## src/rtl/mmio_pkg.sv

```systemverilog
// Shared constants, register offsets and debounce state encoding for the MMIO port unit.
package mmio_pkg;

  localparam logic [31:0] MMIO_BASE_DEFAULT       = 32'hFFFF_0000;
  localparam int unsigned DEBOUNCE_CYCLES_DEFAULT = 16;
  localparam int unsigned CNT_WIDTH_DEFAULT       = 8;

  localparam int unsigned DATA_W    = 32;
  localparam int unsigned PORT_IN_W = 8;
  localparam int unsigned OFF_W     = 2;

  localparam logic [OFF_W-1:0] OFF_PORT_OUT = 2'd0;
  localparam logic [OFF_W-1:0] OFF_PORT_IN  = 2'd1;
  localparam logic [OFF_W-1:0] OFF_STATUS   = 2'd2;
  localparam logic [OFF_W-1:0] OFF_RESERVED = 2'd3;

  localparam int unsigned STATUS_CHANGE_BIT = 0;
  localparam int unsigned STATUS_BUSY_BIT   = 1;

  typedef enum logic {
    DB_IDLE  = 1'b0,
    DB_COUNT = 1'b1
  } dbState_e;

  // Window hit: same 16-byte block as base and word aligned.
  function automatic logic inWindow(input logic [31:0] addr, input logic [31:0] base);
    return (addr[31:4] == base[31:4]) && (addr[1:0] == 2'b00);
  endfunction

endpackage

```

## src/rtl/mmio_port_controller_if.sv

```systemverilog
// Processor data-bus view of the MMIO port unit (runs alongside DataMemory).
interface mmio_port_controller_if;
  import mmio_pkg::*;

  logic [DATA_W-1:0] Address;
  logic [DATA_W-1:0] WriteData;
  logic              MemWrite;
  logic              MemRead;
  logic [DATA_W-1:0] ReadData;
  logic              Hit;

  modport master (
    output Address, WriteData, MemWrite, MemRead,
    input  ReadData, Hit
  );

  modport slave (
    input  Address, WriteData, MemWrite, MemRead,
    output ReadData, Hit
  );

endinterface

```

## src/rtl/mmio_port_controller_input_debouncer.sv

```systemverilog
// Two-flop synchroniser plus counting debouncer; a new input value is accepted only
// after it has been seen unchanged on DEBOUNCE_CYCLES consecutive clocks.
module input_debouncer
  import mmio_pkg::*;
#(
  parameter int unsigned WIDTH           = 8,
  parameter int unsigned DEBOUNCE_CYCLES = 16,
  parameter int unsigned CNT_WIDTH       = 8
) (
  input  logic             clk,
  input  logic             reset,
  input  logic [WIDTH-1:0] portIn,
  output logic [WIDTH-1:0] stableIn,
  output logic             changePulse_c,
  output logic             busy
);

  localparam logic [CNT_WIDTH-1:0] LAST_COUNT = CNT_WIDTH'(DEBOUNCE_CYCLES - 1);
  localparam logic [CNT_WIDTH-1:0] MAX_COUNT  = '1;

  logic [WIDTH-1:0]     metaIn;
  logic [WIDTH-1:0]     syncIn;
  dbState_e             state;
  dbState_e             stateNext;
  logic [CNT_WIDTH-1:0] counter;
  logic [CNT_WIDTH-1:0] counterNext;
  logic [WIDTH-1:0]     countVal;
  logic [WIDTH-1:0]     countValNext;
  logic [WIDTH-1:0]     stableNext;

  // Metastability guard for the asynchronous inputs.
  always_ff @(posedge clk or posedge reset) begin
    if (reset) begin
      metaIn <= '0;
      syncIn <= '0;
    end else begin
      metaIn <= portIn;
      syncIn <= metaIn;
    end
  end

  always_ff @(posedge clk or posedge reset) begin
    if (reset) begin
      state    <= DB_IDLE;
      counter  <= '0;
      countVal <= '0;
      stableIn <= '0;
    end else begin
      state    <= stateNext;
      counter  <= counterNext;
      countVal <= countValNext;
      stableIn <= stableNext;
    end
  end

  always_comb begin
    stateNext     = state;
    counterNext   = counter;
    countValNext  = countVal;
    stableNext    = stableIn;
    changePulse_c = 1'b0;

    case (state)
      DB_IDLE: begin
        counterNext = '0;
        if (syncIn != stableIn) begin
          // A single-cycle debounce accepts immediately and never enters COUNT.
          if (DEBOUNCE_CYCLES == 1) begin
            stableNext    = syncIn;
            changePulse_c = 1'b1;
          end else begin
            stateNext    = DB_COUNT;
            counterNext  = CNT_WIDTH'(1);
            countValNext = syncIn;
          end
        end
      end

      DB_COUNT: begin
        if (syncIn == stableIn) begin
          stateNext   = DB_IDLE;
          counterNext = '0;
        end else if (syncIn != countVal) begin
          counterNext  = CNT_WIDTH'(1);
          countValNext = syncIn;
        end else if (counter == LAST_COUNT) begin
          stableNext    = syncIn;
          changePulse_c = 1'b1;
          counterNext   = '0;
          stateNext     = DB_IDLE;
        end else if (counter != MAX_COUNT) begin
          counterNext = counter + CNT_WIDTH'(1);
        end
      end

      default: begin
        stateNext   = DB_IDLE;
        counterNext = '0;
      end
    endcase
  end

  assign busy = (state == DB_COUNT);

endmodule

```

## src/rtl/mmio_port_controller.sv

```systemverilog
// MMIO port unit: window decode, output port register, debounced input port and
// sticky change flag, with a zero-latency read mux for the processor load path.
module mmio_port_controller
  import mmio_pkg::*;
#(
  parameter logic [31:0] MMIO_BASE       = MMIO_BASE_DEFAULT,
  parameter int unsigned DEBOUNCE_CYCLES = DEBOUNCE_CYCLES_DEFAULT,
  parameter int unsigned CNT_WIDTH       = CNT_WIDTH_DEFAULT
) (
  input  logic                   clk,
  input  logic                   reset,
  mmio_port_controller_if.slave  bus,
  input  logic [PORT_IN_W-1:0]   PortIn,
  output logic [DATA_W-1:0]      PortOut,
  output logic                   ChangeFlag
);

  logic                 hitC;
  logic [OFF_W-1:0]     offset;
  logic                 wrEn;
  logic [PORT_IN_W-1:0] stableIn;
  logic                 changePulse_c;
  logic                 busy;
  logic                 changeReg;
  logic                 changeNext;
  logic [DATA_W-1:0]    readMux;

  input_debouncer #(
    .WIDTH           (PORT_IN_W),
    .DEBOUNCE_CYCLES (DEBOUNCE_CYCLES),
    .CNT_WIDTH       (CNT_WIDTH)
  ) u_debouncer (
    .clk           (clk),
    .reset         (reset),
    .portIn        (PortIn),
    .stableIn      (stableIn),
    .changePulse_c (changePulse_c),
    .busy          (busy)
  );

  assign hitC   = inWindow(bus.Address, MMIO_BASE);
  assign offset = bus.Address[3:2];
  assign wrEn   = bus.MemWrite && hitC;

  always_ff @(posedge clk or posedge reset) begin
    if (reset) begin
      PortOut <= '0;
    end else if (wrEn && (offset == OFF_PORT_OUT)) begin
      PortOut <= bus.WriteData;
    end
  end

  // A new acceptance outranks a same-cycle write-one-to-clear.
  always_comb begin
    changeNext = changeReg;
    if (wrEn && (offset == OFF_STATUS) && bus.WriteData[STATUS_CHANGE_BIT]) begin
      changeNext = 1'b0;
    end
    if (changePulse_c) begin
      changeNext = 1'b1;
    end
  end

  always_ff @(posedge clk or posedge reset) begin
    if (reset) begin
      changeReg <= 1'b0;
    end else begin
      changeReg <= changeNext;
    end
  end

  assign ChangeFlag = changeReg;

  // Reads see pre-edge register contents, so a same-cycle write returns the old value.
  always_comb begin
    readMux = '0;
    case (offset)
      OFF_PORT_OUT: readMux = PortOut;
      OFF_PORT_IN:  readMux = DATA_W'(stableIn);
      OFF_STATUS: begin
        readMux[STATUS_CHANGE_BIT] = changeReg;
        readMux[STATUS_BUSY_BIT]   = busy;
      end
      OFF_RESERVED: readMux = '0;
      default:      readMux = '0;
    endcase
  end

  assign bus.ReadData = (bus.MemRead && hitC) ? readMux : '0;
  assign bus.Hit      = hitC;

endmodule

```

## src/flat_wrapper.sv

```systemverilog
// flat-port wrapper written by rule: the top's interface ports become plain ports
module mmio_port_controller_flat import mmio_pkg::*;
#(
  parameter logic [31:0] MMIO_BASE       = MMIO_BASE_DEFAULT,
  parameter int unsigned DEBOUNCE_CYCLES = DEBOUNCE_CYCLES_DEFAULT,
  parameter int unsigned CNT_WIDTH       = CNT_WIDTH_DEFAULT
)
  (clk, reset, PortIn, PortOut, ChangeFlag, bus_Address, bus_WriteData, bus_MemWrite, bus_MemRead, bus_ReadData, bus_Hit);
  mmio_port_controller_if bus_i ();
  input  logic clk;
  input  logic reset;
  input  logic [PORT_IN_W-1:0] PortIn;
  output logic [DATA_W-1:0] PortOut;
  output logic ChangeFlag;
  input wire logic [$bits(bus_i.Address)-1:0] bus_Address;
  input wire logic [$bits(bus_i.WriteData)-1:0] bus_WriteData;
  input wire logic [$bits(bus_i.MemWrite)-1:0] bus_MemWrite;
  input wire logic [$bits(bus_i.MemRead)-1:0] bus_MemRead;
  output wire logic [$bits(bus_i.ReadData)-1:0] bus_ReadData;
  output wire logic [$bits(bus_i.Hit)-1:0] bus_Hit;
  assign bus_i.Address = bus_Address;
  assign bus_i.WriteData = bus_WriteData;
  assign bus_i.MemWrite = bus_MemWrite;
  assign bus_i.MemRead = bus_MemRead;
  assign bus_ReadData = bus_i.ReadData;
  assign bus_Hit = bus_i.Hit;
  mmio_port_controller #(.MMIO_BASE(MMIO_BASE), .DEBOUNCE_CYCLES(DEBOUNCE_CYCLES), .CNT_WIDTH(CNT_WIDTH)) u_core (.clk(clk), .reset(reset), .bus(bus_i), .PortIn(PortIn), .PortOut(PortOut), .ChangeFlag(ChangeFlag));
endmodule
```

## config.mk

```make
export PLATFORM = sky130hd
export DESIGN_NAME = mmio_port_controller_flat
export DESIGN_NICKNAME = d
export VERILOG_FILES = /design/src/rtl/mmio_pkg.sv /design/src/rtl/mmio_port_controller_if.sv /design/src/rtl/mmio_port_controller_input_debouncer.sv /design/src/rtl/mmio_port_controller.sv /design/src/flat_wrapper.sv
export SDC_FILE = /design/constraint.sdc
export NUM_CORES = 1
export LEC_CHECK = 0
export CORE_ASPECT_RATIO = 0.8
export CORE_MARGIN = 2
export CORE_UTILIZATION = 40
export CTS_BUF_LIST = sky130_fd_sc_hd__clkbuf_8
export DETAILED_ROUTE_END_ITERATION = 8
export GPL_ROUTABILITY_DRIVEN = 0
export GPL_TIMING_DRIVEN = 0
export PLACE_DENSITY = 0.85
export SLEW_MARGIN = 10
export SYNTH_ARGS = -nofsm -noshare
export SYNTH_HDL_FRONTEND = slang
export SYNTH_SLANG_ARGS = --single-unit
```

## constraint.sdc

```tcl
create_clock -name clk -period 2.3 [get_ports clk]
set_input_delay 0.46 -clock clk [delete_from_list [all_inputs] [get_ports clk]]
set_output_delay 0.46 -clock clk [all_outputs]
set_load 0.005 [all_outputs]
```

==> metrics.md, run 1 <==
| Metric | Value |
|---|---|
| Syn Area/Cell | `13.3 sq um` |
| RSZ-0062 raised after global routing | `yes` |
| Initial Util | `about two fifths` |
| Synth Area in Adders | `0.360%` |
| All-layer global routing usage | `slightly below 20%` |
| CTS Buf Count | `9` |
| Hold buffer count at cts | `0` |
| Cell count after synthesis | `262` |
| Mapped Area | `3470 sq um` |
| Leak | `2.33 nW` |
| WHS | `0.349 ns` |
| DRT antenna net count | `0` |
| Filler cell count | `696` |
| Comb power frac | `8.5%` |
| Top cells by count, synth | `dfrtp_1, mux2_4, nor3b_1` |
| Final Hold Vio Count | `0` |
| Drt pass-1 iters | `4` |
| Worst setup path start | `bus_Address[1]` |
| Slew headroom | `46.2%` |
| CTS tree | `yes` |
| Io pins | `~140` |
| Seq pwr share | `54.5%` |
| Hold Startpoint | `u_core.u_debouncer.metaIn[3]` |
| Min cycle time layout | `between 2 and 3 ns` |
| Die footprint | `9450 sq um` |
| Pwr dens | `461 nW/um^2` |
| Total grt overflow | `0` |
| Slew Viols, Final | `0` |
| Switching share of power | `about a quarter` |
| Fraction of registers with async set/reset | `100%` |
| Residual DRC | `0` |
| VDD IR max | `0.242 mV` |
| Synth cell types | `36` |
| Clock slew seen by the registers of the worst setup and hold paths | `0.08 ns` |
| Non-Filler Instances | `539` |
| Clk Latency, worst-skew pair | `0.35 ns` |
| Hold Path Class | `reg -> reg` |
| Internal power | `approximately 0.0019 W` |
| Layout Nets | `499` |
| Vias in the first global route | `approximately 2,800` |
| Post-Place Cells | `515` |
| Synth top area share | `53.3%` |
| Violated checks | `setup timing` |
| Post-synth net total | `between 300 and 400` |
| CTS H-tree depth | `3` |
| Yosys warning count | `0` |
| Final period utilization | `114%` |
| Largest family of logic cells by synthesized area | `multiplexers` |
| Worst Setup Slack, final | `-0.320 ns` |
| Critical Path RT | `between 1.5 and 2 ns` |
| Post-Synth XOR/XNOR Area | `4.79%` |
| Global-route wire length before repair | `between 10,000 and 15,000 um` |
| Sequential area share after synthesis | `53.3%` |
| Slew @ Worst Pin | `0.805 ns` |
| Register area | `1850 sq um` |
| Count leader, synth | `dfrtp_1` |
| Final Util | `63.2%` |
| Starting DRT DRC Count | `86` |
| Startpoint Class | `input port` |
| Post-DR wirelength/cell | `between 15 and 20 um` |
| Bufs on Longest Clock Path | `2` |
| CP arrival | `around 2.2 ns` |
| Port-buffer cells | `140` |
| Area taken by multi-input logic gates | `~1700 sq um` |
| Row cnt | `30` |
| Crit path kind | `in -> out` |
| Simple-gate share of the synthesized area | `15.3%` |
| Multiplexer area fraction after synthesis | `a little over a fifth` |
| Fmax | `382 MHz` |
| Core area | `between 8000 and 9000 sq um` |
| Worst flop-to-flop path startpoint | `u_core.u_debouncer.counter[0]` |
| Largest net degree at the start of global routing | `39` |
| Die Span Y | `87.4 um` |
| Number of synthesized flops with an enable pin | `0` |
| TritonCTS Sinks | `74` |
| Final WL | `8960 um` |
| Net Switching | `just under 0.0006 W` |
| Chip width | `108 um` |
| Top FF cell, synth | `dfrtp_1` |
| Via Count | `approximately 2,700` |
| Yosys reg bits | `74` |
| Final setup viols | `31` |
| Element type at the critical path end | `output pin` |
| Post-DP HPWL | `~6600 um` |
| Clock power frac | `a little under two fifths` |
| Clk root buf | `clkbuf_8` |
| Worst Skew | `between 0.008 and 0.009 ns` |
| MaxCap Viol Count | `0` |
| Max FO, Critical Path | `6` |
| Share of cells above drive strength 1 | `just under 40%` |
| Top post-synthesis cells by area | `dfrtp_1, mux2_4, mux2_2` |
| Antenna diodes | `0` |
| Yosys top cell by area | `dfrtp_1` |
| Status | `complete, but fails checks` |
| Via-per-instance ratio | `4.94` |
| Initial antenna violation count | `0` |
| Syn-to-layout area delta | `53.6%` |
| Post-synthesis compound-gate area fraction | `1.66%` |
## placed cells by master, fill, tap and decap left out, types with 2 or more instances in the layout
cell type / synthesis / final
dfrtp_1: 74 / 74
clkbuf_8: 0 / 12
mux2_2: 18 / 18
clkdlybuf4s15_1: 0 / 2
buf_6: 0 / 7
mux2_4: 30 / 30
clkinv_2: 0 / 2
dlygate4sd2_1: 0 / 4
nor4_1: 2 / 2
and2_1: 3 / 3
clkinv_4: 0 / 2
clkbuf_16: 0 / 2
a21oi_1: 4 / 4
clkinvlp_4: 0 / 3
mux2i_1: 9 / 9
buf_2: 1 / 37
clkdlybuf4s50_1: 0 / 83
nand4_1: 7 / 7
nand2_1: 5 / 4
nand3_1: 6 / 6
dlymetal6s2s_1: 0 / 4
clkbuf_2: 0 / 6
buf_4: 1 / 5
o21ai_0: 3 / 3
nor3b_2: 0 / 23
nor2_4: 0 / 3
clkbuf_1: 9 / 5
xnor2_1: 16 / 16
buf_12: 3 / 4
nand4b_1: 4 / 4
nor2_1: 21 / 17
and3_1: 2 / 2
xor2_1: 3 / 3
## metrics by stage
| stage | instance area [sq um] | TNS, ns | total power, W | setup WS [ns] |
|---|---|---|---|---|
| floorplan | 3620 | -0.00255 | 0.00143 | -0.00255 |
| global placement | 5160 | -53.90 | 0.00158 | -1.15 |
| detailed placement | 5180 | -53.58 | 0.00159 | -1.16 |
| CTS | 5290 | -10.23 | 0.00250 | -0.397 |
| global route | 5340 | -10.65 | 0.00257 | -0.384 |
| finish | 5340 | -8.45 | 0.00246 | -0.320 |
## metal layers
| metal | GRT usage (%) | share of wire (%) | vias to the layer above |
|---|---|---|---|
| met2 | 33.4 | 48 | 112 |
| met1 | 23.7 | 43 | 1286 |
| met4 | 6.88 | 2.3 | 0 |
| li1 | - | - | 1248 |
| met5 | 0 | 0 | - |
| met3 | 6.51 | 6.7 | 19 |
## worst paths after layout
check	end	slack (ns)	cells after the start
min in group asynchronous	u_core.u_debouncer.metaIn[6]	0.59	2
max in group asynchronous	u_core.PortOut[19]	1.06	3
setup reg to reg	u_core.u_debouncer.counter[6]	0.22	7
hold / removal	u_core.u_debouncer.syncIn[3]	0.35	0
hold reg to reg	u_core.u_debouncer.syncIn[3]	0.35	0
setup / recovery	bus_ReadData[28]	-0.32	9
## registers in the layout (all words and copies together), names as in the netlist
signal / flops
u_core.ChangeFlag: 1
u_core.PortOut: 32
u_core.u_debouncer.busy: 1
u_core.u_debouncer.metaIn: 8
u_core.u_debouncer.countVal: 8
u_core.u_debouncer.counter: 8
u_core.u_debouncer.syncIn: 8
u_core.u_debouncer.stableIn: 8
## critical path: stages
cell	delay [ns]
buf_6	0.09
nand4b_1	0.16
or4_4	0.55
nor3_4	0.16
nand3b_1	0.11
buf_6	0.15
clkbuf_16	0.16
nor3b_2	0.17
buf_2	0.15
## power groups by stage
stage,clock [W],combinational (W),sequential (W)
4_1_cts,0.000940,0.000215,0.00134
3_5_place_dp,0,0.000224,0.00137
6_report,0.000908,0.000210,0.00134
5_1_grt,0.00100,0.000228,0.00134
3_3_place_gp,0,0.000214,0.00137
2_1_floorplan,0,0.0000729,0.00136
## cell type report
class,count,area share [%]
clock buffers,10,2.58
flip-flops and latches,74,34.7
clock inverters,6,0.797
multi-input cells,173,31.6
plain buffers,13,2.91
inverters,1,0.141
well taps,112,2.63
repair buffers,150,24.6
## what timing repair did
action                                  4_1_cts  5_1_grt
gates cloned                                  2        1
endpoints found under the setup margin       68       71
pin swaps                                    18       16
setup buffers                                 4        3
gates resized for setup                     184       26
## cells by family after synthesis
family | Yosys count
adders and majority gates | 1
xor gates and xnor gates | 19
muxes | 57
DFF | 74
AOI/OAI and AO/OA | 10
buffers and inverters | 15
and+or+nand+nor | 86
Note: power is estimated with default switching activity, not from simulation.
==> run 2, diff against run 1 <==
Settings changed: CAP_MARGIN set to 20.
==> run 2 against run 1 <==
The run still ends with setup timing left. Hold slack did not move. First-iteration DRC count did not move. Critical path type unchanged. Critical path depth unchanged. Utilization unchanged. Combinational power barely moved. Global-route usage did not move. Via count unchanged. Total power stayed put.
==> metrics.md, run 2 (synthesis gave the netlist of run 1 again) <==
| Metric | Value |
|---|---|
| Status | `complete, but fails checks (unchanged)` |
| Violated checks | `setup timing (unchanged)` |
| Core area | `8450 sq um (unchanged)` |
| Slew Viols, Final | `0 (unchanged)` |
| Total grt overflow | `0 (unchanged)` |
| Clk Latency, worst-skew pair | `0.35 ns (about the same)` |
| Worst-path cell chain | `buf_6 > nand4b_1 > or4_4 > nor3_4 > nand3b_1 > buf_6 > clkbuf_16 > nor3b_2 > buf_2 (unchanged)` |
| Largest net degree at the start of global routing | `39 (unchanged)` |
| Initial antenna violation count | `0 (unchanged)` |
| RSZ-0062 raised after global routing | `yes (unchanged)` |
| Chip width | `108 um (unchanged)` |
| Drt pass-1 iters | `4 (unchanged)` |
| Startpoint Class | `input port (unchanged)` |
| Final setup viols | `31 (unchanged)` |
| Starting DRT DRC Count | `86 (unchanged)` |
| DRT antenna net count | `0 (unchanged)` |
| Io pins | `142 (unchanged)` |
| CP peak stage delay | `0.55 ns (about the same)` |
| Layout Nets | `499 (unchanged)` |
| Vias in the first global route | `2,806 (unchanged)` |
| Max FO, Critical Path | `6 (unchanged)` |
| Slew @ Worst Pin | `0.805 ns (unchanged)` |
| R2R cell count | `7 (unchanged)` |
| Antenna diodes | `0 (unchanged)` |
| Final Hold Vio Count | `0 (unchanged)` |
| Port-buffer cells | `140 (unchanged)` |
| Bufs on Longest Clock Path | `2 (unchanged)` |
| Share of cells above drive strength 1 | `38.4% (unchanged)` |
| MaxCap Viol Count | `0 (unchanged)` |
| WP buf/inv | `4 (unchanged)` |
| Hold Path Class | `reg -> reg (unchanged)` |
| Global-route wire length before repair | `14,000 um (unchanged)` |
| Largest register FFs | `32 (unchanged)` |
| CTS H-tree depth | `3 (unchanged)` |
| VDD IR max | `0.242 mV (unchanged)` |
| Element type at the critical path end | `output pin (unchanged)` |
| TritonCTS Sinks | `74 (unchanged)` |
| Fmax | `382 MHz (unchanged)` |
| CTS tree | `yes (unchanged)` |
| Residual DRC | `0 (unchanged)` |
| Row cnt | `30 (unchanged)` |
| Critical Path Most Common Cell | `buf_6 (unchanged)` |
| Largest reg by FF count | `u_core.PortOut (unchanged)` |
| CTS Buf Count | `9 (unchanged)` |
| Worst path top cell family by delay | `simple AND/OR/NAND/NOR gates (unchanged)` |
| Placed Area | `5180 sq um (unchanged)` |
| Critical Path RT | `1.84 ns (about the same)` |
| Final period utilization | `114% (unchanged)` |
| Final WL | `8960 um (unchanged)` |
| Die footprint | `9450 sq um (unchanged)` |
| Most common cell after layout, fill and taps aside | `clkdlybuf4s50_1 (unchanged)` |
| Final Util | `63.2% (unchanged)` |
| Slew headroom | `46.2% (unchanged)` |
| Slowest CP cell | `or4_4 (unchanged)` |
| Final non-filler cell area | `5340 sq um (unchanged)` |
| Syn-to-layout area delta | `53.6% (unchanged)` |
| Clk root buf | `clkbuf_8 (unchanged)` |
| Via Count | `2,665 (unchanged)` |
| Worst Skew | `0.00805 ns (unchanged)` |
| CP arrival | `2.16 ns (about the same)` |
| Hold Path Depth | `0 (unchanged)` |
| Most frequent cells in the layout | `clkdlybuf4s50_1, dfrtp_1, buf_2, mux2_4, nor3b_2 (unchanged)` |
| Min cycle time layout | `2.62 ns (unchanged)` |
| Leak | `2.33 nW (unchanged)` |
| Initial Util | `41.1% (unchanged)` |
| Crit path kind | `in -> out (unchanged)` |
| All-layer global routing usage | `19.7% (unchanged)` |
| Via-per-instance ratio | `4.94 (unchanged)` |
| Pwr dens | `461 nW/um^2 (unchanged)` |
| Post-DP HPWL | `6620 um (unchanged)` |
| Die Span Y | `87.4 um (unchanged)` |
| Hold buffer count at cts | `0 (unchanged)` |
| Post-DR wirelength/cell | `16.6 um (unchanged)` |
| Number of cells on the critical path | `9 (unchanged)` |
| Clock slew seen by the registers of the worst setup and hold paths | `0.08 ns (about the same)` |
| Worst Setup Slack, final | `-0.320 ns (unchanged)` |
[run 2: power breakdown]
group          switching [W]  total [W]  internal, W
clock               0.000488   0.000908     0.000420
sequential         0.0000186    0.00134      0.00132
combinational      0.0000785   0.000210     0.000131
total               0.000585    0.00246      0.00187
[run 2: stage by stage]
| step | hold WS, ns | std cells | setup TNS (ns) | setup slack [ns] | power, W |
|---|---|---|---|---|---|
| detailed placement | 0.335 | 515 | -53.58 | -1.16 | 0.00159 |
| global route | 0.359 | 539 | -10.65 | -0.384 | 0.00257 |
| finish | 0.349 | 539 | -8.45 | -0.320 | 0.00246 |
| floorplan | 0.331 | 262 | -0.00255 | -0.00255 | 0.00143 |
| CTS | 0.353 | 536 | -10.23 | -0.397 | 0.00250 |
| global placement | 0.336 | 514 | -53.90 | -1.15 | 0.00158 |
[run 2: layout make-up]
class / count / area (sq um)
multi-input cells: 173 / 1690
fillers: 696 / 3110
well taps: 112 / 140
flip-flops and latches: 74 / 1850
clock inverters: 6 / 42.5
plain buffers: 13 / 155
repair buffers: 150 / 1320
inverters: 1 / 7.51
clock buffers: 10 / 138
[run 2: path summary, 6_finish.rpt]
kind / to / slack, ns / startpoint
setup / recovery: bus_ReadData[28] / -0.32 / bus_Address[1]
hold / removal: u_core.u_debouncer.syncIn[3] / 0.35 / u_core.u_debouncer.metaIn[3]
setup reg to reg: u_core.u_debouncer.counter[6] / 0.22 / u_core.u_debouncer.counter[0]
hold reg to reg: u_core.u_debouncer.syncIn[3] / 0.35 / u_core.u_debouncer.metaIn[3]
max in group asynchronous: u_core.PortOut[19] / 1.06 / reset
min in group asynchronous: u_core.u_debouncer.metaIn[6] / 0.59 / reset
[run 2: repair_timing]
action / in CTS / in global routing
buffers inserted: 4 / 3
endpoints found under the setup margin: 68 / 71
cloned: 2 / 1
gates resized for setup: 184 / 26
pin swaps: 18 / 16
[run 2: per-layer routing]
layer / up-vias / wire (um) / track usage [%]
met4: 0 / 204 / 6.88
met1: 1286 / 3850 / 23.7
met2: 112 / 4310 / 33.4
met3: 19 / 597 / 6.51
li1: 1248 / - / -
met5: - / 0 / 0
[run 2: worst register-to-register path: stages, from the launching register on]
cell	delay (ns)
dfrtp_1	0.43
ha_1	0.23
and3_1	0.18
clkbuf_1	0.16
and2_1	0.17
or3b_2	0.45
clkbuf_1	0.19
a211oi_1	0.19
==> run 3, diff against run 2 <==
Settings changed: PLACE_DENSITY 0.85 to 0.82.
Clock period 2.3 ns to 2.65 ns, I/O delays scaled along.
==> run 3 against run 2 <==
The flow still finishes with violations (setup timing). Clock skew grew 0.0037 ns. Non-clock buffer count up 1. Flip-flop and latch count stayed put. Combinational power decreased by 14%. Utilization up 0.22 points. Design area increased by 0.35%. Sequential share of layout area is 0.12 points lower. Cell count grew 0.19%. Count of clock-buffer cells in the layout down 1. Hold slack improved by 0.0035 ns. Highest routed layer unchanged.
==> metrics.md, run 3 (synthesis gave the netlist of run 1 again) <==
| Metric | Value |
|---|---|
| Critical Path Most Common Cell | `buf_6 (unchanged)` |
| All-layer global routing usage | `19.5% (was 19.7%)` |
| Startpoint Class | `input port (unchanged)` |
| Port-buffer cells | `140 (unchanged)` |
| Core area | `8450 sq um (unchanged)` |
| Critical Path RT | `2.12 ns (was 1.84 ns)` |
| Post-Place Cells | `515 (unchanged)` |
| Share of cells above drive strength 1 | `36.2% (was 38.4%)` |
| Slew headroom | `49.5% (was 46.2%)` |
| Slew Viols, Final | `0 (unchanged)` |
| Tot Pwr | `0.00225 W (was 0.00246 W)` |
| Starting DRT DRC Count | `108 (was 86)` |
| Status | `complete, but fails checks (unchanged)` |
| Final setup viols | `30 (was 31)` |
| VDD IR max | `0.356 mV (was 0.242 mV)` |
| Layout Nets | `500 (was 499)` |
| DRT antenna net count | `0 (unchanged)` |
| Element type at the critical path end | `output pin (unchanged)` |
| Die footprint | `9450 sq um (unchanged)` |
| Crit path kind | `in -> out (unchanged)` |
| MaxCap Viol Count | `0 (unchanged)` |
| Chip width | `108 um (unchanged)` |
| Global-route wire length before repair | `14,100 um (was 14,000 um)` |
| Die Span Y | `87.4 um (unchanged)` |
| Final period utilization | `105%` |
| Clock power frac | `40.4% (was 36.9%)` |
| CTS tree | `yes (unchanged)` |
| Most common cell after layout, fill and taps aside | `clkdlybuf4s50_1 (unchanged)` |
| Pwr dens | `421 nW/um^2 (was 461 nW/um^2)` |
| Clk Latency, worst-skew pair | `0.35 ns (about the same)` |
| Via-per-instance ratio | `4.97 (was 4.94)` |
| Internal power | `0.00171 W (was 0.00187 W)` |
| Vias in the first global route | `2,796 (was 2,806)` |
| Max FO, Critical Path | `6 (unchanged)` |
| Clock slew seen by the registers of the worst setup and hold paths | `0.08 ns (about the same)` |
| Hold buffer count at cts | `0 (unchanged)` |
| WHS | `0.352 ns (was 0.349 ns)` |
| Hold Path Depth | `0 (unchanged)` |
| Total grt overflow | `0 (unchanged)` |
| Worst-path cell chain | `buf_6 > nand4b_1 > or4_4 > nor3_4 > nand3b_1 > buf_6 > clkbuf_16 > nor3b_2 > buf_2 (unchanged)` |
| Min cycle time layout | `about 2.8 ns` |
| Row cnt | `30 (unchanged)` |
| Fmax | `360 MHz` |
| Seq pwr share | `51.6% (was 54.5%)` |
| Via Count | `2,684 (was 2,665)` |
| Bufs on Longest Clock Path | `2 (unchanged)` |
| Final WL | `9050 um (was 8960 um)` |
| Leak | `2.30 nW (was 2.33 nW)` |
| Net Switching | `0.000540 W (was 0.000585 W)` |
| Final Hold Vio Count | `0 (unchanged)` |
| CTS Buf Count | `9 (unchanged)` |
| Worst Skew | `0.0118 ns (was 0.00805 ns)` |
| Post-DP HPWL | `6450 um (was 6620 um)` |
| Largest reg by FF count | `u_core.PortOut (unchanged)` |
| Comb power frac | `8.0% (was 8.5%)` |
| Most frequent cells in the layout | `clkdlybuf4s50_1, dfrtp_1, buf_2, mux2_4, nor3b_2 (unchanged)` |
| CTS H-tree depth | `3 (unchanged)` |
| CP peak stage delay | `0.56 ns (was 0.55 ns)` |
| Non-Filler Instances | `540 (was 539)` |
| Largest net degree at the start of global routing | `44 (was 39)` |
| Slew @ Worst Pin | `0.758 ns (was 0.805 ns)` |
| Drt pass-1 iters | `4 (unchanged)` |
| Residual DRC | `0 (unchanged)` |
| Initial antenna violation count | `0 (unchanged)` |
| RSZ-0062 raised after global routing | `yes (unchanged)` |
| Largest register FFs | `32 (unchanged)` |
| Hold Path Class | `reg -> reg (unchanged)` |
| Initial Util | `41.1% (unchanged)` |
| Violated checks | `setup timing (unchanged)` |
| Dpl ws | `-1.09 ns (was -1.16 ns)` |
| TritonCTS Sinks | `74 (unchanged)` |
| Fin Setup TNS | `-2.19 ns (was -8.45 ns)` |
| Slowest CP cell | `or4_4 (unchanged)` |
| CP arrival | `2.25 ns (was 2.16 ns)` |
| Io pins | `142 (unchanged)` |
| Antenna diodes | `0 (unchanged)` |
| Post-DR wirelength/cell | `16.8 um (was 16.6 um)` |
| Worst Setup Slack, final | `-0.128 ns (was -0.320 ns)` |
| Clk root buf | `clkbuf_8 (unchanged)` |
| Syn-to-layout area delta | `54.1% (was 53.6%)` |
| Switching share of power | `24.0% (was 23.8%)` |
| R2R cell count | `6 (was 7)` |
==> run 3: cell types whose count changed in the layout (fill, tap and decap cells not counted), sizes merged <==
cell,change
buf,-3
clkdlybuf4s15,+4
clkbuf,-4
dlygate4sd2,+6
dlymetal6s2s,-4
clkinvlp,-1
clkinv,-4
inv,+5
clkdlybuf4s50,+1
bufinv,+1
==> run 3: power by group through the flow <==
stage                     sequential [W]  clock, W  combinational [W]
after detailed placement         0.00119         0           0.000189
after global placement           0.00118         0           0.000181
final                            0.00116  0.000910           0.000180
after CTS                        0.00116  0.000933           0.000180
after floorplan                  0.00118         0          0.0000599
after global routing             0.00117  0.000991           0.000195
==> run 3: cell type report <==
cell class	count	area (sq um)
sequential	74	1850
clock inverter	7	82.6
fill	661	3090
timing repair buffer	150	1320
multi-input combinational	173	1660
tap	112	140
buffer	14	170
clock buffer	9	124
inverter	1	6.26
==> run 3: metal layers <==
metal | up-vias | track usage [%] | share of wire [%]
met1 | 1303 | 24.0 | 43
met2 | 115 | 32.6 | 47
li1 | 1256 | - | -
met4 | 0 | 4.90 | 1.1
met5 | - | 0 | 0
met3 | 10 | 7.18 | 8.9
==> run 3: path summary, 6_finish.rpt <==
check                                             startpoint                              to  slack [ns]
worst max-delay path                          bus_Address[5]                bus_ReadData[15]       -0.13
worst min-delay path            u_core.u_debouncer.metaIn[3]    u_core.u_debouncer.syncIn[3]        0.35
worst max register to register  u_core.u_debouncer.syncIn[1]  u_core.u_debouncer.stableIn[1]        0.35
worst min register to register  u_core.u_debouncer.metaIn[3]    u_core.u_debouncer.syncIn[3]        0.35
max in group asynchronous                              reset  u_core.u_debouncer.stableIn[1]        1.54
min in group asynchronous                              reset              u_core.PortOut[26]        0.54
==> run 3: metrics by stage <==
stage / util (%) / area (sq um)
4_1_cts: 63.0 / 5320
3_5_place_dp: 59.7 / 5040
6_report: 63.4 / 5360
2_1_floorplan: - / 3470
3_3_place_gp: 59.4 / 5020
5_1_grt: 63.4 / 5360
==> run 3: worst max-delay path, delay by kind of cell <==
| family | cells | cell delay, ns |
|---|---|---|
| buf+inv | 4 | 0.55 |
| simple gates | 5 | 1.16 |
==> run 3: what timing repair did <==
| item | in CTS | in global routing |
|---|---|---|
| gates cloned | 3 | 0 |
| endpoints found under the setup margin | 63 | 33 |
| gates resized for setup | 206 | 16 |
| setup buffers | 4 | 2 |
| pin swaps | 25 | 8 |
==> RTL edit 1 (config.mk and constraints of run 1) <==
Set the package constant `CNT_WIDTH_DEFAULT` to 6 (it was 8).
--- a/src/rtl/mmio_pkg.sv
+++ b/src/rtl/mmio_pkg.sv
@@ -3,7 +3,7 @@
 
   localparam logic [31:0] MMIO_BASE_DEFAULT       = 32'hFFFF_0000;
   localparam int unsigned DEBOUNCE_CYCLES_DEFAULT = 16;
-  localparam int unsigned CNT_WIDTH_DEFAULT       = 8;
+  localparam int unsigned CNT_WIDTH_DEFAULT       = 6;
 
   localparam int unsigned DATA_W    = 32;
   localparam int unsigned PORT_IN_W = 8;
Function: no difference found for any inputs over 10 cycles, from zero or initial values and one cycle with reset high; that may be too few to reach the edited logic, so the function may still have changed.
==> RTL edit 1 against run 1 <==
  * The flow still finishes with violations (negative setup slack)
  * Clock skew grew 0.0026 ns
  * Synthesized cell count is 2.7% lower
  * Final area rose by 1.6%
  * Area after synthesis fell by 2.9%
  * Wire length grew 3.4%
  * Setup slack got worse by 0.096 ns
  * Sequential cell count shrank 2
  * Power increased by 1.7%
  * Largest cell class unchanged
==> RTL edit 1: results (changes against run 1) <==
{| class="wikitable"
! Metric !! Value
|-
| Max VDD drop || 0.292 mV (+20%)
|-
| Total number of sequential cells || 72 (-2.7%)
|-
| Fraction of area in multi-input gates || 30.9% (-0.71 points)
|-
| Hold worst-path end || u_core.u_debouncer.syncIn[7]
|-
| Final worst slack || -0.416 ns (-0.0963 ns)
|-
| Clock skew after layout || 0.0106 ns (+0.00259 ns)
|-
| Violations in the final reports || negative setup slack
|-
| Non-clock buffer count in the final layout || 174 (+6.7%)
|-
| Reg-to-reg startpoint || u_core.u_debouncer.syncIn[2]
|-
| Number of clock buffer instances in the layout || 9 (-1)
|-
| Filler cell count in the final layout || 629 (-9.6%)
|-
| Worst setup slack for register-to-register paths || 0.18 ns (-0.04 ns)
|-
| Sequential share of the synthesized area || 53.4% (+0.12 points)
|-
| Layout clock area frac || 3.58% (+0.20 points)
|-
| Final Setup Violations || 66 (+110%)
|-
| Post-synth top cells || sky130_fd_sc_hd__dfrtp_1 (72), sky130_fd_sc_hd__mux2_4 (30), sky130_fd_sc_hd__nor3b_1 (24), sky130_fd_sc_hd__nor2_1 (21), sky130_fd_sc_hd__mux2_2 (18)
|-
| Outcome || finished with violations
|-
| Post-synth net total || 332 (-2.1%)
|-
| Layout multi-input combinational cell count || 169 (-2.3%)
|-
| Post-synthesis adder-cell area fraction || 0.371% (+0.011 points)
|-
| Mux share of post-synthesis cell area || 22.0% (+0.64 points)
|-
| Internal power || 1.92 mW (+2.5%)
|-
| Share of total power in the clock network || 39.3% (+2.4 points)
|-
| Number of cells traversed by the worst register-to-register path || 5 (-2)
|-
| Number of library cell types mapped by synthesis || 33 (-8.3%)
|-
| Number of signal-net inverters in the final layout || 2 (+1)
|}
[RTL edit 1: changes by cell type in the layout (fill, tap and decap cells not counted), sizes merged, moves of 4 or more]
cell / run 1 / this run
xor2: 3 / 8
buf: 54 / 63
nand4: 7 / 3
clkdlybuf4s15: 3 / 7
xnor2: 16 / 8
[RTL edit 1: logic make-up after synthesis]
group | after synthesis
xor+xnor | 16
buf+inv | 14
compound gates | 14
flops | 72
mux | 57
simple gates | 81
fa+ha+maj | 1
[RTL edit 1: timing repair]
action                     4_1_cts  5_1_grt
pin swaps                       19       15
setup endpoints to repair       65       72
resized for setup              189       14
gates cloned                     2        4
buffers inserted                13        4
hold endpoints to repair         0        0
hold buffers                     0        0
[RTL edit 1: metrics by stage]
stage          worst slack, ns  hold WS (ns)  total power [mW]  setup TNS [ns]  area [µm²]
2_1_floorplan          -0.0182         0.331              1.39          -0.424        3520
3_3_place_gp             -1.18         0.334              1.54         -134.61        5050
3_5_place_dp             -1.12         0.335              1.55          -51.75        5080
4_1_cts                 -0.400         0.348              2.53          -11.04        5310
5_1_grt                 -0.490         0.349              2.61          -16.52        5420
6_report                -0.416         0.347              2.50          -12.10        5420
[RTL edit 1: worst max path at each step]
stage,from,endpoint,slack [ns],cells after the start
4_1_cts,bus_Address[1],bus_ReadData[15],-0.40,9
3_3_place_gp,reset,u_core.PortOut[28],-1.18,2
2_1_floorplan,bus_Address[0],bus_ReadData[26],-0.02,6
3_5_place_dp,bus_Address[26],bus_ReadData[27],-1.12,8
6_report,bus_Address[1],bus_ReadData[30],-0.42,9
5_1_grt,bus_Address[1],bus_ReadData[22],-0.49,9
[RTL edit 1: per-layer routing]
layer	vias up	share of wire, %	global-route usage [%]
met1	1323	41	25.1
met4	0	1.5	5.67
li1	1255	-	-
met2	110	51	34.7
met3	12	6.5	6.16
met5	-	0	0
==> RTL edit 2 (config.mk and constraints of run 1) <==
Without the edit above. Register the output `PortOut` once more, with the module's reset; this adds one clock of latency there. The other outputs are not delayed to match.
--- a/src/rtl/mmio_port_controller.sv
+++ b/src/rtl/mmio_port_controller.sv
@@ -14,6 +14,8 @@
   output logic [DATA_W-1:0]      PortOut,
   output logic                   ChangeFlag
 );
+
+  logic [DATA_W-1:0] PortOut_s0;
 
   logic                 hitC;
   logic [OFF_W-1:0]     offset;
@@ -44,9 +46,9 @@
 
   always_ff @(posedge clk or posedge reset) begin
     if (reset) begin
-      PortOut <= '0;
+      PortOut_s0 <= '0;
     end else if (wrEn && (offset == OFF_PORT_OUT)) begin
-      PortOut <= bus.WriteData;
+      PortOut_s0 <= bus.WriteData;
     end
   end
 
@@ -75,7 +77,7 @@
   always_comb begin
     readMux = '0;
     case (offset)
-      OFF_PORT_OUT: readMux = PortOut;
+      OFF_PORT_OUT: readMux = PortOut_s0;
       OFF_PORT_IN:  readMux = DATA_W'(stableIn);
       OFF_STATUS: begin
         readMux[STATUS_CHANGE_BIT] = changeReg;
@@ -89,5 +91,13 @@
   assign bus.ReadData = (bus.MemRead && hitC) ? readMux : '0;
   assign bus.Hit      = hitC;
 
+  always_ff @(posedge clk or posedge reset) begin
+    if (reset) begin
+      PortOut <= '0;
+    end else begin
+      PortOut <= PortOut_s0;
+    end
+  end
+
 endmodule
 
Behaviour: not the same (a bounded check fails within 4 cycles, from zero or initial values and one cycle with reset high).
==> RTL edit 2 against run 1 <==
  * The run still ends with negative setup slack left
  * Critical path type unchanged
  * Area after synthesis is 23% higher
  * Sequential cell count grew 32
  * Power increased by 38%
  * Die area is 22% higher
  * Final area grew 19%
  * Combinational power up 7%
  * Wire length grew 17%
  * Setup slack got worse by 0.12 ns
  * Clock power rose by 40%
  * First-iteration DRC count rose by 52%
==> RTL edit 2: results (changes against run 1) <==
{| class="wikitable"
! Metric !! Value
|-
| Outcome || finished with violations
|-
| Violations in the final reports || negative setup slack
|-
| Worst R2R End || u_core.u_debouncer.stableIn[6]
|-
| Total net switching power || 715 µW (+22%)
|-
| Number of cells traversed by the worst register-to-register path || 6 (-1)
|-
| Number of library cell types mapped by synthesis || 35 (-2.8%)
|-
| Post_cts resized || 189 (+2.7%)
|-
| Iteration count of the initial detailed-routing pass || 6 (+2)
|-
| CP endpoint || bus_ReadData[23]
|-
| DPL Wire Length || 7170 µm (+8.3%)
|-
| Final worst slack || -0.445 ns (-0.125 ns)
|-
| Post-synth net total || 368 (+8.6%)
|-
| Hold worst-path end || u_core.u_debouncer.syncIn[4]
|-
| Overall via count from detail_route || 2930 (+9.9%)
|-
| Final Setup Violations || 65 (+110%)
|-
| Sequential share of the synthesized area || 62.2% (+8.9 points)
|-
| Initial DRC Count || 131 (+52%)
|-
| Wire length of the first global-routing pass || 16000 µm (+15%)
|-
| Share of cells above drive strength 1 || 36.9% (-1.5 points)
|-
| Power of the combinational group || 225 µW (+7%)
|-
| Post-synth top cells || sky130_fd_sc_hd__dfrtp_1 (106), sky130_fd_sc_hd__mux2_4 (30), sky130_fd_sc_hd__nor3b_1 (24), sky130_fd_sc_hd__mux2_2 (18), sky130_fd_sc_hd__nor2_1 (18)
|-
| Clk_lat worst skew || 0.37 ns (+0.02 ns)
|-
| Worst setup path startpoint || bus_Address[0]
|-
| Final nets || 535 (+7.2%)
|-
| Main area contributors after synthesis || sky130_fd_sc_hd__dfrtp_1 (62%), sky130_fd_sc_hd__mux2_4 (11%), sky130_fd_sc_hd__mux2_2 (4.8%), sky130_fd_sc_hd__nor3b_1 (4.2%), sky130_fd_sc_hd__xor2_1 (2.3%)
|-
| Leakage power || 2.91 nW (+25%)
|-
| Crit path largest cell delay || 0.53 ns (-0.02 ns)
|}
==> RTL edit 2: cell types whose count changed in the layout (fill, tap and decap cells not counted), moves of 7 or more <==
cell                      before  now
sky130_fd_sc_hd__nor2_1       17   10
sky130_fd_sc_hd__dfrtp_1      74  106
sky130_fd_sc_hd__xor2_1        3   11
sky130_fd_sc_hd__xnor2_1      16    9
==> RTL edit 2: cells by family after synthesis <==
logic type	Yosys count	synth area share (%)
compound gates	11	1.70
xor+xnor	20	4.11
fa+ha+maj	1	0.293
buf+inv	14	2.46
flops	106	62.2
mux	57	17.4
simple gates	82	11.8
==> RTL edit 2: area by class of cell <==
class                      instances  area, µm²  area share, %
buffer                            13        158           2.48
clock buffer                      11        151           2.38
clock inverter                     5       77.6           1.22
inverter                           1       7.51          0.118
multi-input combinational        171       1700           26.8
sequential                       106       2650           41.8
tap                              140        175           2.76
timing repair buffer             156       1430           22.5
==> RTL edit 2: through the flow <==
| step | setup TNS [ns] | hold slack, ns | cell area (µm²) | cells | power (mW) |
|---|---|---|---|---|---|
| 6_report | -17.72 | 0.352 | 6350 | 603 | 3.40 |
| 5_1_grt | -21.51 | 0.365 | 6350 | 603 | 3.54 |
| 4_1_cts | -13.55 | 0.355 | 6200 | 595 | 3.44 |
| 3_5_place_dp | -57.39 | 0.335 | 5950 | 573 | 2.18 |
| 3_3_place_gp | -94.40 | 0.333 | 5910 | 571 | 2.16 |
| 2_1_floorplan | -0.479 | 0.331 | 4340 | 291 | 2.01 |
==> RTL edit 2: per-layer routing <==
metal  vias to the layer above  wire (µm)  global-route usage (%)
met3                        10        650                    5.58
met4                         0        107                    4.90
li1                       1355          -                       -
met2                       107       5130                    31.8
met1                      1458       4580                    23.0
met5                         -          0                       0
